===== src/rtl/audio_pkg.sv =====
// Shared constants and types for the audio DAC path.
// Sample/slot widths and the default bit-clock divider.
package audio_pkg;

  localparam int AUDIO_SAMPLE_W = 24;
  localparam int AUDIO_SLOT_W   = 32;
  localparam int AUDIO_CLK_DIV  = 8;

  typedef logic [AUDIO_SAMPLE_W-1:0] audio_sample_t;

endpackage


===== src/rtl/audio_bclk_div.sv =====
// Codec bit-clock divider: toggles aud_bclk every CLK_DIV clk
// and flags the clk cycle on which each BCLK edge is registered.
module audio_bclk_div
  import audio_pkg::*;
#(
  parameter int CLK_DIV = AUDIO_CLK_DIV
) (
  input  logic clk,
  input  logic rst,
  output logic aud_bclk,
  output logic fall_evt,
  output logic rise_evt
);

  localparam int CW = (CLK_DIV > 1) ? $clog2(CLK_DIV) : 1;
  localparam logic [CW-1:0] DIV_LAST = CW'(CLK_DIV - 1);

  logic [CW-1:0] div_cnt;
  logic          wrap;

  assign wrap     = (div_cnt == DIV_LAST);
  assign fall_evt = wrap & aud_bclk;
  assign rise_evt = wrap & ~aud_bclk;

  // Half-period counter; BCLK flips on each wrap.
  always_ff @(posedge clk or posedge rst) begin
    if (rst) begin
      div_cnt  <= '0;
      aud_bclk <= 1'b0;
    end else if (wrap) begin
      div_cnt  <= '0;
      aud_bclk <= ~aud_bclk;
    end else begin
      div_cnt  <= div_cnt + 1'b1;
    end
  end

endmodule


===== src/rtl/audio_dac_serializer.sv =====
// Mono sample buffer + I2S serialiser driving both codec slots.
// Define AUDIO_DAC_LJ_EN for left-justified slots instead of I2S.
module audio_dac_serializer
  import audio_pkg::*;
#(
  parameter int CLK_DIV  = AUDIO_CLK_DIV,
  parameter int SAMPLE_W = AUDIO_SAMPLE_W,
  parameter int SLOT_W   = AUDIO_SLOT_W
) (
  input  logic                clk,
  input  logic                rst,
  input  logic [SAMPLE_W-1:0] sample,
  input  logic                sample_valid,
  output logic                sample_ready,
  input  logic                mute,
  output logic                aud_bclk,
  output logic                aud_daclrck,
  output logic                aud_dacdat,
  output logic                underrun
);

  localparam int BW = $clog2(2 * SLOT_W);
  localparam int PW = (SLOT_W > 1) ? $clog2(SLOT_W) : 1;

  localparam logic [BW-1:0] BIT_LAST  = BW'(2 * SLOT_W - 1);
  localparam logic [BW-1:0] SLOT_B    = BW'(SLOT_W);
  localparam logic [PW-1:0] SLOT_LAST = PW'(SLOT_W - 1);

  logic                fall_evt;
  logic                rise_evt;
  logic [BW-1:0]       bit_cnt;
  logic [BW-1:0]       bit_nxt;
  logic [PW-1:0]       pos;
  logic                lr_nxt;
  logic                frame_start;
  logic                accept;
  logic                buf_full;
  logic [SAMPLE_W-1:0] buf_data;
  logic [SAMPLE_W-1:0] frame_reg;
  logic [SAMPLE_W-1:0] frame_nxt;
  logic [SLOT_W-1:0]   slot_vec;
  logic                dat_nxt;

  audio_bclk_div #(
    .CLK_DIV (CLK_DIV)
  ) u_div (
    .clk      (clk),
    .rst      (rst),
    .aud_bclk (aud_bclk),
    .fall_evt (fall_evt),
    .rise_evt (rise_evt)
  );

  assign sample_ready = ~buf_full;
  assign accept       = sample_valid & ~buf_full;

  // Slot bits laid out MSB-first: slot position p reads bit SLOT_W-1-p.
`ifdef AUDIO_DAC_LJ_EN
  assign slot_vec = SLOT_W'({frame_nxt, SLOT_W'(0)} >> SAMPLE_W);
`else
  assign slot_vec = SLOT_W'({1'b0, frame_nxt, SLOT_W'(0)} >> (SAMPLE_W + 1));
`endif

  // Next bit position, slot side and the word that frame will carry.
  always_comb begin
    bit_nxt     = (bit_cnt == BIT_LAST) ? '0 : bit_cnt + 1'b1;
    frame_start = fall_evt & (bit_nxt == '0);
    lr_nxt      = (bit_nxt >= SLOT_B);
    pos         = lr_nxt ? PW'(bit_nxt - SLOT_B) : PW'(bit_nxt);
    frame_nxt   = frame_reg;
    if (frame_start) begin
      if (mute)
        frame_nxt = '0;
      else if (buf_full)
        frame_nxt = buf_data;
    end
    dat_nxt = slot_vec[SLOT_LAST - pos];
  end

  // One-entry holding buffer; drained only at a frame start.
  always_ff @(posedge clk or posedge rst) begin
    if (rst) begin
      buf_full <= 1'b0;
      buf_data <= '0;
    end else if (accept) begin
      buf_full <= 1'b1;
      buf_data <= sample;
    end else if (frame_start) begin
      buf_full <= 1'b0;
    end
  end

  // Bit position, frame word and pins move on each BCLK fall.
  always_ff @(posedge clk or posedge rst) begin
    if (rst) begin
      bit_cnt     <= BIT_LAST;
      frame_reg   <= '0;
      aud_daclrck <= 1'b0;
      aud_dacdat  <= 1'b0;
      underrun    <= 1'b0;
    end else begin
      underrun <= frame_start & ~buf_full;
      if (fall_evt) begin
        bit_cnt     <= bit_nxt;
        frame_reg   <= frame_nxt;
        aud_daclrck <= lr_nxt;
        aud_dacdat  <= dat_nxt;
      end
    end
  end

  // The divider never flags both BCLK edges in one cycle.
  a_one_edge: assert property (
    @(posedge clk) disable iff (rst) !(fall_evt && rise_evt)
  );

endmodule

===== config.mk =====
export PLATFORM = sky130hd
export DESIGN_NAME = audio_dac_serializer
export DESIGN_NICKNAME = d
export VERILOG_FILES = /design/src/rtl/audio_pkg.sv /design/src/rtl/audio_bclk_div.sv /design/src/rtl/audio_dac_serializer.sv
export SDC_FILE = /design/constraint.sdc
export NUM_CORES = 1
export LEC_CHECK = 0
export ABC_AREA = 1
export CORE_ASPECT_RATIO = 0.9
export CORE_MARGIN = 4
export CORE_UTILIZATION = 40
export CTS_CLUSTER_DIAMETER = 150
export DETAILED_ROUTE_END_ITERATION = 6
export SLEW_MARGIN = 20
export SYNTH_ARGS = -nofsm -noshare
export SYNTH_HDL_FRONTEND = slang
export SYNTH_HIERARCHICAL = 1
export SYNTH_SLANG_ARGS = --single-unit

===== constraint.sdc =====
create_clock -name clk -period 4.92 [get_ports clk]
set_clock_uncertainty 0.2 [all_clocks]
set_input_delay 0.984 -clock clk [delete_from_list [all_inputs] [get_ports clk]]
set_output_delay 0.984 -clock clk [all_outputs]
set_load 0.02 [all_outputs]

Yosys cells after proc, flatten, opt, wreduce, memory -nomap -nowiden. Cells that the tools add are included.

Bits of input ports: 28. Register bits after elaboration: 62. Word-level logic and storage cells: 35. Memories: 0. RAM bits: 0. Output and inout bits: 5. Latch bits: 0. Memory bits (read-only): 0.

Order comparisons: 2. $mul: 0. Eq/ne operators: 2. Bitwise gates (word level): 6. Divide/modulo/power cells: 0. Multiplexer cells: 10. Reduce and logical (&&, ||, !) cells: 2. Add/sub/neg operators: 4. Shifts and indexed selects: 0.

Operators with widths (number): $mux 24 (3); $add 6x1->6 const B (1); $eq 6x6->1 const B (1); $ge 6x6->1 const B (1); $logic_not 6->1 (1); $lt 5x6->1 const B (1); $mux 6 (1); $bmux 1 s5 (1); $mux 5 (1); $sub 5x1->5 const B (1); $sub 5x5->5 const A (1); $and 1x1->1 (4); $add 3x1->3 const B (1); $eq 3x3->1 const B (1); $mux 1 (3); $mux 3 (1); $not 1->1 (2); $reduce_bool 2->1 (1).

Longest topological paths before layout. Gate-level depths: netlist (run 1).

Depth after elaboration: 7. Gate-level depth with buffers: 18. Mapped depth without buffers: 18.

Hierarchy. The synthesis (run 1) kept the hierarchy.

Modules (own cells, without submodules): audio_dac_serializer (cells an instance 392, area an instance 3059.2 um^2, instances 1, seq. area each 1458.9 um^2); audio_bclk_div (cells an instance 16, area an instance 162.7 um^2, instances 1, seq. area each 100.1 um^2).

Least setup slack after synthesis (run 1). OpenSTA, ideal clock, no wires.

Path type: reg2reg. Start: register bit_cnt[0]. End: register aud_dacdat. Required time: 4.604 ns. Buffers on the path: 1. Cell stages (with the launch flop): 16. Period minus slack after synthesis: 2.315 ns. Library setup time: 0.116 ns. Slack: 2.605 ns. Data arrival time: 1.998 ns. Cells stage by stage: dfstp_2 -> ha_1 -> nand2_2 -> nor2_2 -> nand2_2 -> a21oi_4 -> nand3_4 -> buf_2 -> nand2_1 -> nand3_1 -> nand3_1 -> nand3_1 -> nand3_1 -> nand3_1 -> nand2_1 -> nand2_1.

Word-level cells in the longest chain between the ends: 7. Elaborated cells between the ends (all ways): 12. Classes of those cells: add/sub (3); order compare (1); eq/ne (1); mux (5); bitwise (1); reduce/logical (1).

RTL lines: from (decl) (line audio_dac_serializer.sv:31) `logic [BW-1:0] bit_cnt;`; from (signal assigned) (line audio_dac_serializer.sv:104) `bit_cnt <= bit_nxt;`; $add 6x1->6 / $eq 6x6->1 (equally long branches) (line audio_dac_serializer.sv:66) `bit_nxt = (bit_cnt == BIT_LAST) ? '0 : bit_cnt + 1'b1;`; $mux 6 (*) (line audio_dac_serializer.sv:66); $sub 5x1->5, or another cell as far along (line audio_dac_serializer.sv:69) `pos = lr_nxt ? PW'(bit_nxt - SLOT_B) : PW'(bit_nxt);`; $mux 5 / $and 1x1->1 (equally long branches) (line audio_dac_serializer.sv:69, audio_dac_serializer.sv:67); $sub 5x5->5 / $mux 24 (equally long branches) (line audio_dac_serializer.sv:77, audio_dac_serializer.sv:71); $bmux 1 s5 (*) (line audio_dac_serializer.sv:77) `dat_nxt = slot_vec[SLOT_LAST - pos];`; $mux 1 (not written as such) (*) (line audio_dac_serializer.sv:77); to (signal assigned) (line audio_dac_serializer.sv:107) `aud_dacdat <= dat_nxt;`; to (decl) (line audio_dac_serializer.sv:18) `output logic aud_dacdat,`.

Mark *: on every way between the ends. The rest lies on a longest branch, timed or not. The select of a mux whose other input is x is not followed. A chain may end at the register's enable or synchronous reset.

Worst setup path in the final report (run 1).
Start: register bit_cnt[1]. End: register aud_dacdat.

Same word-level chain as after synthesis.

==> results of run 1 <==
[power groups by stage]
stage / sequential, µW / combinational, µW / clock [µW]
2_1_floorplan: 519 / 14.5 / 0
3_3_place_gp: 519 / 41.7 / 0
3_5_place_dp: 519 / 41.8 / 0
4_1_cts: 510 / 42.0 / 534
5_1_grt: 509 / 45.8 / 564
6_report: 510 / 40.8 / 522
[final cells by class]
class	count	share of cell area [%]
clock buffers	13	4.41
repair buffers	36	9.15
multi-input cells	277	36.3
inverters	47	4.61
clock inverters	3	1.70
flip-flops and latches	62	40.7
well taps	96	3.14
[per-stage QoR]
step	hold slack, ns	power (µW)	instance area, µm²	setup WS [ns]
final	0.231	1070	3830	1.58
after global routing	0.261	1120	3830	1.27
after floorplan	0.203	534	3220	2.32
after detailed placement	0.226	561	3590	1.52
after CTS	0.235	1090	3830	1.55
after global placement	0.222	561	3590	1.54
[layout by cell type, fill, tap and decap left out, drive strengths merged]
cell type / n
ha: 4
clkinv: 3
dfstp: 6
nor2: 48
buf: 4
mux2: 4
and2: 3
clkbuf: 13
and3: 1
inv: 45
nor4: 1
clkdlybuf4s50: 32
o21ai: 10
nand4: 23
dfrtp: 56
bufinv: 2
a21oi: 27
or2: 1
o211ai: 3
nand2: 98
a211oi: 16
nand3: 38
[worst max-delay path by stage]
stage | startpoint | endpoint | slack, ns | cells past startpoint
after floorplan | rst | aud_dacdat | 2.32 | 1
after global placement | mute | aud_dacdat | 1.54 | 12
after detailed placement | mute | aud_dacdat | 1.52 | 12
after CTS | bit_cnt[1] | aud_dacdat | 1.55 | 14
after global routing | bit_cnt[0] | aud_dacdat | 1.27 | 14
final | bit_cnt[1] | aud_dacdat | 1.58 | 14
[layer usage]
| layer | global-route usage [%] | vias to the layer above |
|---|---|---|
| met3 | 3.95 | 8 |
| met1 | 23.3 | 1312 |
| met2 | 26.7 | 47 |
| li1 | - | 1391 |
| met5 | 0 | - |
| met4 | 5.36 | 0 |
==> qor.yml, run 1 <==
status: "complete, no violations"
synth_nets: 439
switching_share_pct: 19.9
clock-sinks: 62
worst_pin_slew_ns: 0.960
drtIter0Drc: 193
grt_pass1_wl_mm: 12.8
wl_met2_mm: 3.59
worstHoldPathCells: 1
grt_pass1_vias: 2663
first_pass_iters: 4
rows: 30
hold_violations: 0
wl_mm: 7.57
hold_path_end: "u_div/div_cnt[0]"
cts-root-buf: "clkbuf_8"
cts_tree: "built"
antenna_found_initial: 0
final_cells: 534
clock_power_share_pct: 48.7
utilization_pct: 49.7
hold_path.class: "reg -> reg"
postCtsResizedCells: 0
cp_cell_sequence: "ha_1, nand2_2, nor2_2, nand2_2, a21oi_4, nand3_4, o21ai_0, nor2_1, nor2_1, nor2_1, nand2_1, a21oi_1, nand2_1, nand2_1"
drive_gt1_share_pct: 8.68
clk_pin_slew_ns: 0.07
wl_met3_um: 291
ios: 33
regArea_um2: 1560
hpwl_mm: 4.98
postCtsHoldBufs: 0
slew_viol_final: 0
viasPerCell: 5.16
met1_length_mm: 3.59
gp_congestion: 0.796
r2r_setup_slack_ns: 1.58
cts_made_buffers: 9
placed_cells: 518
finalSetupViolCount: 0
drv_cap: 0
rr_startpoint: "bit_cnt[1]"
timing.fmax_ghz: 0.299
slowest_stage: "dfstp_2"
vias: 2758
ys_warn_count: 6
n_antenna_cell: 0
track_usage_pct: 17.0
layout-area-overhead-vs-synth_pct: 18.9
grt_setup_unrepaired: "no"
tns_ns: 0
dieWidth_um: 103
start_kind: "flop"
peakVddDrop_mv: 0.190
syn_inst: 407
p_comb_share_pct: 3.8
port_buffers: 32
avgSynthCellArea_um2: 7.91
grt-ovfl-total: 0
htreeDepth: 3
critPathKind: "reg -> reg"
die_area_um2: 9550
switchingPower_uw: 214
min_period_ns: 3.34
cts_setup_buffers: 0
routed.top_layer: "met4"
clock_latency_ns: 0.34
multi_input_area_um2: 1390
wl_per_cell_um: 14.2
relSlewSlack_pct: 35.9
dieHeight_um: 93.1
design.core.area_um2: 7690
drc: 0
syn_area_um2: 3220
ctsLongestPathBuffers: 2
crit_required_ns: 4.95
grt_max_degree: 45
path_buf_inv: 0
r2r_end: "aud_dacdat"
nFillCells: 760
p_leak_uw: 0.00179
arrival_ns: 3.38
rr_worst_depth: 14
cell_internal_pwr_uw: 859
worst_path_largest_cell_delay_ns: 0.58
post-route-period-util_pct: 68.0
nNetsFinal: 465
hold_start: "u_div/div_cnt[0]"
critPathTopFamily: "simple AND/OR/NAND/NOR gates"
crit_fanout: 27
seq_power_share_pct: 47.5
endpoint_kind: "flop"
floorplan.initialDensity_pct: 41.8
drtAntennaViolNets: 0
power.density_nw_per_um2: 280
No activity file was read; power rests on OpenSTA's default activity.
==> run 2: changes to the inputs <==
==> constraint.sdc (replaced) <==
create_clock -name clk -period 3.2 [get_ports clk]
set_clock_uncertainty 0.2 [all_clocks]
set_input_delay 0.64 -clock clk [delete_from_list [all_inputs] [get_ports clk]]
set_output_delay 0.64 -clock clk [all_outputs]
set_load 0.02 [all_outputs]
==> qor.yml, run 2 (same netlist as run 1, synthesis figures left out) <==
status: "complete, no violations"  # unchanged
wl_per_cell_um: 14.3  # was 14.2 µm
drtAntennaViolNets: 0  # unchanged
design.core.area_um2: 7690  # unchanged
cts_tree: "built"  # unchanged
worst_pin_slew_ns: 0.564  # was 0.960 ns
rr_startpoint: "bit_cnt[0]"  # was bit_cnt[1]
hold_ws_ns: 0.235  # was 0.231 ns
hold_path_end: "u_div/div_cnt[0]"  # unchanged
grt_max_degree: 44  # was 45
wl_met3_um: 346  # was 291 µm
layout-area-overhead-vs-synth_pct: 17.9  # was 18.9%
endpoint_kind: "flop"  # unchanged
crit_required_ns: 3.23  # was 4.95 ns
worstHoldPathCells: 1  # unchanged
drc: 0  # unchanged
r2r_setup_slack_ns: 0.51  # was 1.58 ns
hold_start: "u_div/div_cnt[0]"  # unchanged
gp_congestion: 0.854  # was 0.796
grt_pass1_vias: 2784  # was 2663
hpwl_mm: 5.15  # was 4.98 mm
wl_mm: 7.69  # was 7.57 mm
grt_setup_unrepaired: "no"  # unchanged
htreeDepth: 3  # unchanged
die_area_um2: 9550  # unchanged
ios: 33  # unchanged
cts_made_buffers: 9  # unchanged
wl_met2_mm: 3.59  # about the same
timing.fmax_ghz: 0.371  # was 0.299 GHz
floorplan.initialDensity_pct: 41.8  # unchanged
rows: 30  # unchanged
critPathKind: "reg -> reg"  # unchanged
track_usage_pct: 17.9  # was 17.0%
post-route-period-util_pct: 84.2  # was 68.0%
drv_cap: 0  # unchanged
start_kind: "flop"  # unchanged
clock_latency_ns: 0.34  # about the same
nFillCells: 782  # was 760
arrival_ns: 2.73  # was 3.38 ns
slew_viol_final: 0  # unchanged
met1_length_mm: 3.65  # was 3.59 mm
postCtsResizedCells: 0  # unchanged
grt-ovfl-total: 0  # unchanged
clock-sinks: 62  # unchanged
p_leak_uw: 0.00178  # was 0.00179 µW
vias: 2831  # was 2758
finalSetupViolCount: 0  # unchanged
peakVddDrop_mv: 0.194  # was 0.190 mV
relSlewSlack_pct: 62.3  # was 35.9%
rr_worst_depth: 14  # unchanged
tns_ns: 0  # unchanged
ctsLongestPathBuffers: 2  # unchanged
grt_pass1_wl_mm: 13.4  # was 12.8 mm
min_period_ns: 2.69  # was 3.34 ns
power.density_nw_per_um2: 380  # was 280 nW/µm²
r2r_end: "aud_dacdat"  # unchanged
nNetsFinal: 470  # was 465
routed.top_layer: "met4"  # unchanged
viasPerCell: 5.25  # was 5.16
hold_violations: 0  # unchanged
dieWidth_um: 103  # unchanged
cts_setup_buffers: 0  # unchanged
antenna_found_initial: 0  # unchanged
cts-root-buf: "clkbuf_8"  # unchanged
hold_path.class: "reg -> reg"  # unchanged
crit_fanout: 27  # unchanged
drive_gt1_share_pct: 9.03  # was 8.68%
port_buffers: 32  # unchanged
layout_commonest_cell: "nand2_1"  # unchanged
postCtsHoldBufs: 0  # unchanged
final_cell_mix: "96 x nand2_1, 56 x dfrtp_1, 46 x nor2_1"  # unchanged
drtIter0Drc: 103  # was 193
first_pass_iters: 5  # was 4
clk_pin_slew_ns: 0.06  # was 0.07 ns
n_antenna_cell: 0  # unchanged
dieHeight_um: 93.1  # unchanged
-- run 2: metal layers --
metal	track usage, %	vias to the layer above
met5	0	-
met4	4.59	0
met3	5.37	9
met2	28.3	59
met1	23.9	1351
li1	-	1412
-- run 2: worst max-delay path, stage by stage (launching register included) --
cell and delay, ns:
dfstp_2 0.58, ha_1 0.21, nand2_2 0.07, nor2_2 0.11
nand2_2 0.11, a21oi_4 0.20, nand3_4 0.29, o21ai_0 0.34
nor2_1 0.07, nor2_1 0.11, nor2_1 0.06, nand2_1 0.05
a21oi_1 0.05, nand2_1 0.08, nand2_1 0.05
-- run 2: how the worst max path moves through the flow --
stage,startpoint,to,slack [ns],cells after the start
floorplan,bit_cnt[0],aud_dacdat,0.89,15
global placement,mute,aud_dacdat,0.53,13
detailed placement,mute,aud_dacdat,0.48,13
finish,bit_cnt[0],aud_dacdat,0.51,14
global route,bit_cnt[0],aud_dacdat,0.25,14
CTS,bit_cnt[0],aud_dacdat,0.49,14
-- run 2: cell type report --
cell class / instances / area, µm² / share of cell area (%)
Clock buffer: 14 / 153 / 4.02
Multi-Input combinational cell: 277 / 1390 / 36.6
Clock inverter: 2 / 10.0 / 0.264
Tap cell: 96 / 120 / 3.17
Timing Repair Buffer: 41 / 388 / 10.2
Inverter: 47 / 176 / 4.65
Sequential cell: 62 / 1560 / 41.1
-- run 2: metrics by stage --
stage	setup WS, ns	cells	instance area, µm²	total power, µW	utilization, %
2_1_floorplan	0.885	407	3220	821	-
3_3_place_gp	0.531	523	3630	865	47.2
3_5_place_dp	0.482	523	3630	865	47.2
4_1_cts	0.490	539	3790	1470	49.3
6_report	0.505	539	3790	1440	49.3
5_1_grt	0.245	539	3790	1510	49.3
-- run 2: power by group --
group / switching, µW / internal [µW] / total, µW / leakage (µW)
sequential: 0 / 784 / 784 / 0.000626
clock: 290 / 301 / 591 / 0.0000844
combinational: 29.3 / 36.0 / 65.3 / 0.00107
total: 319 / 1120 / 1440 / 0.00178
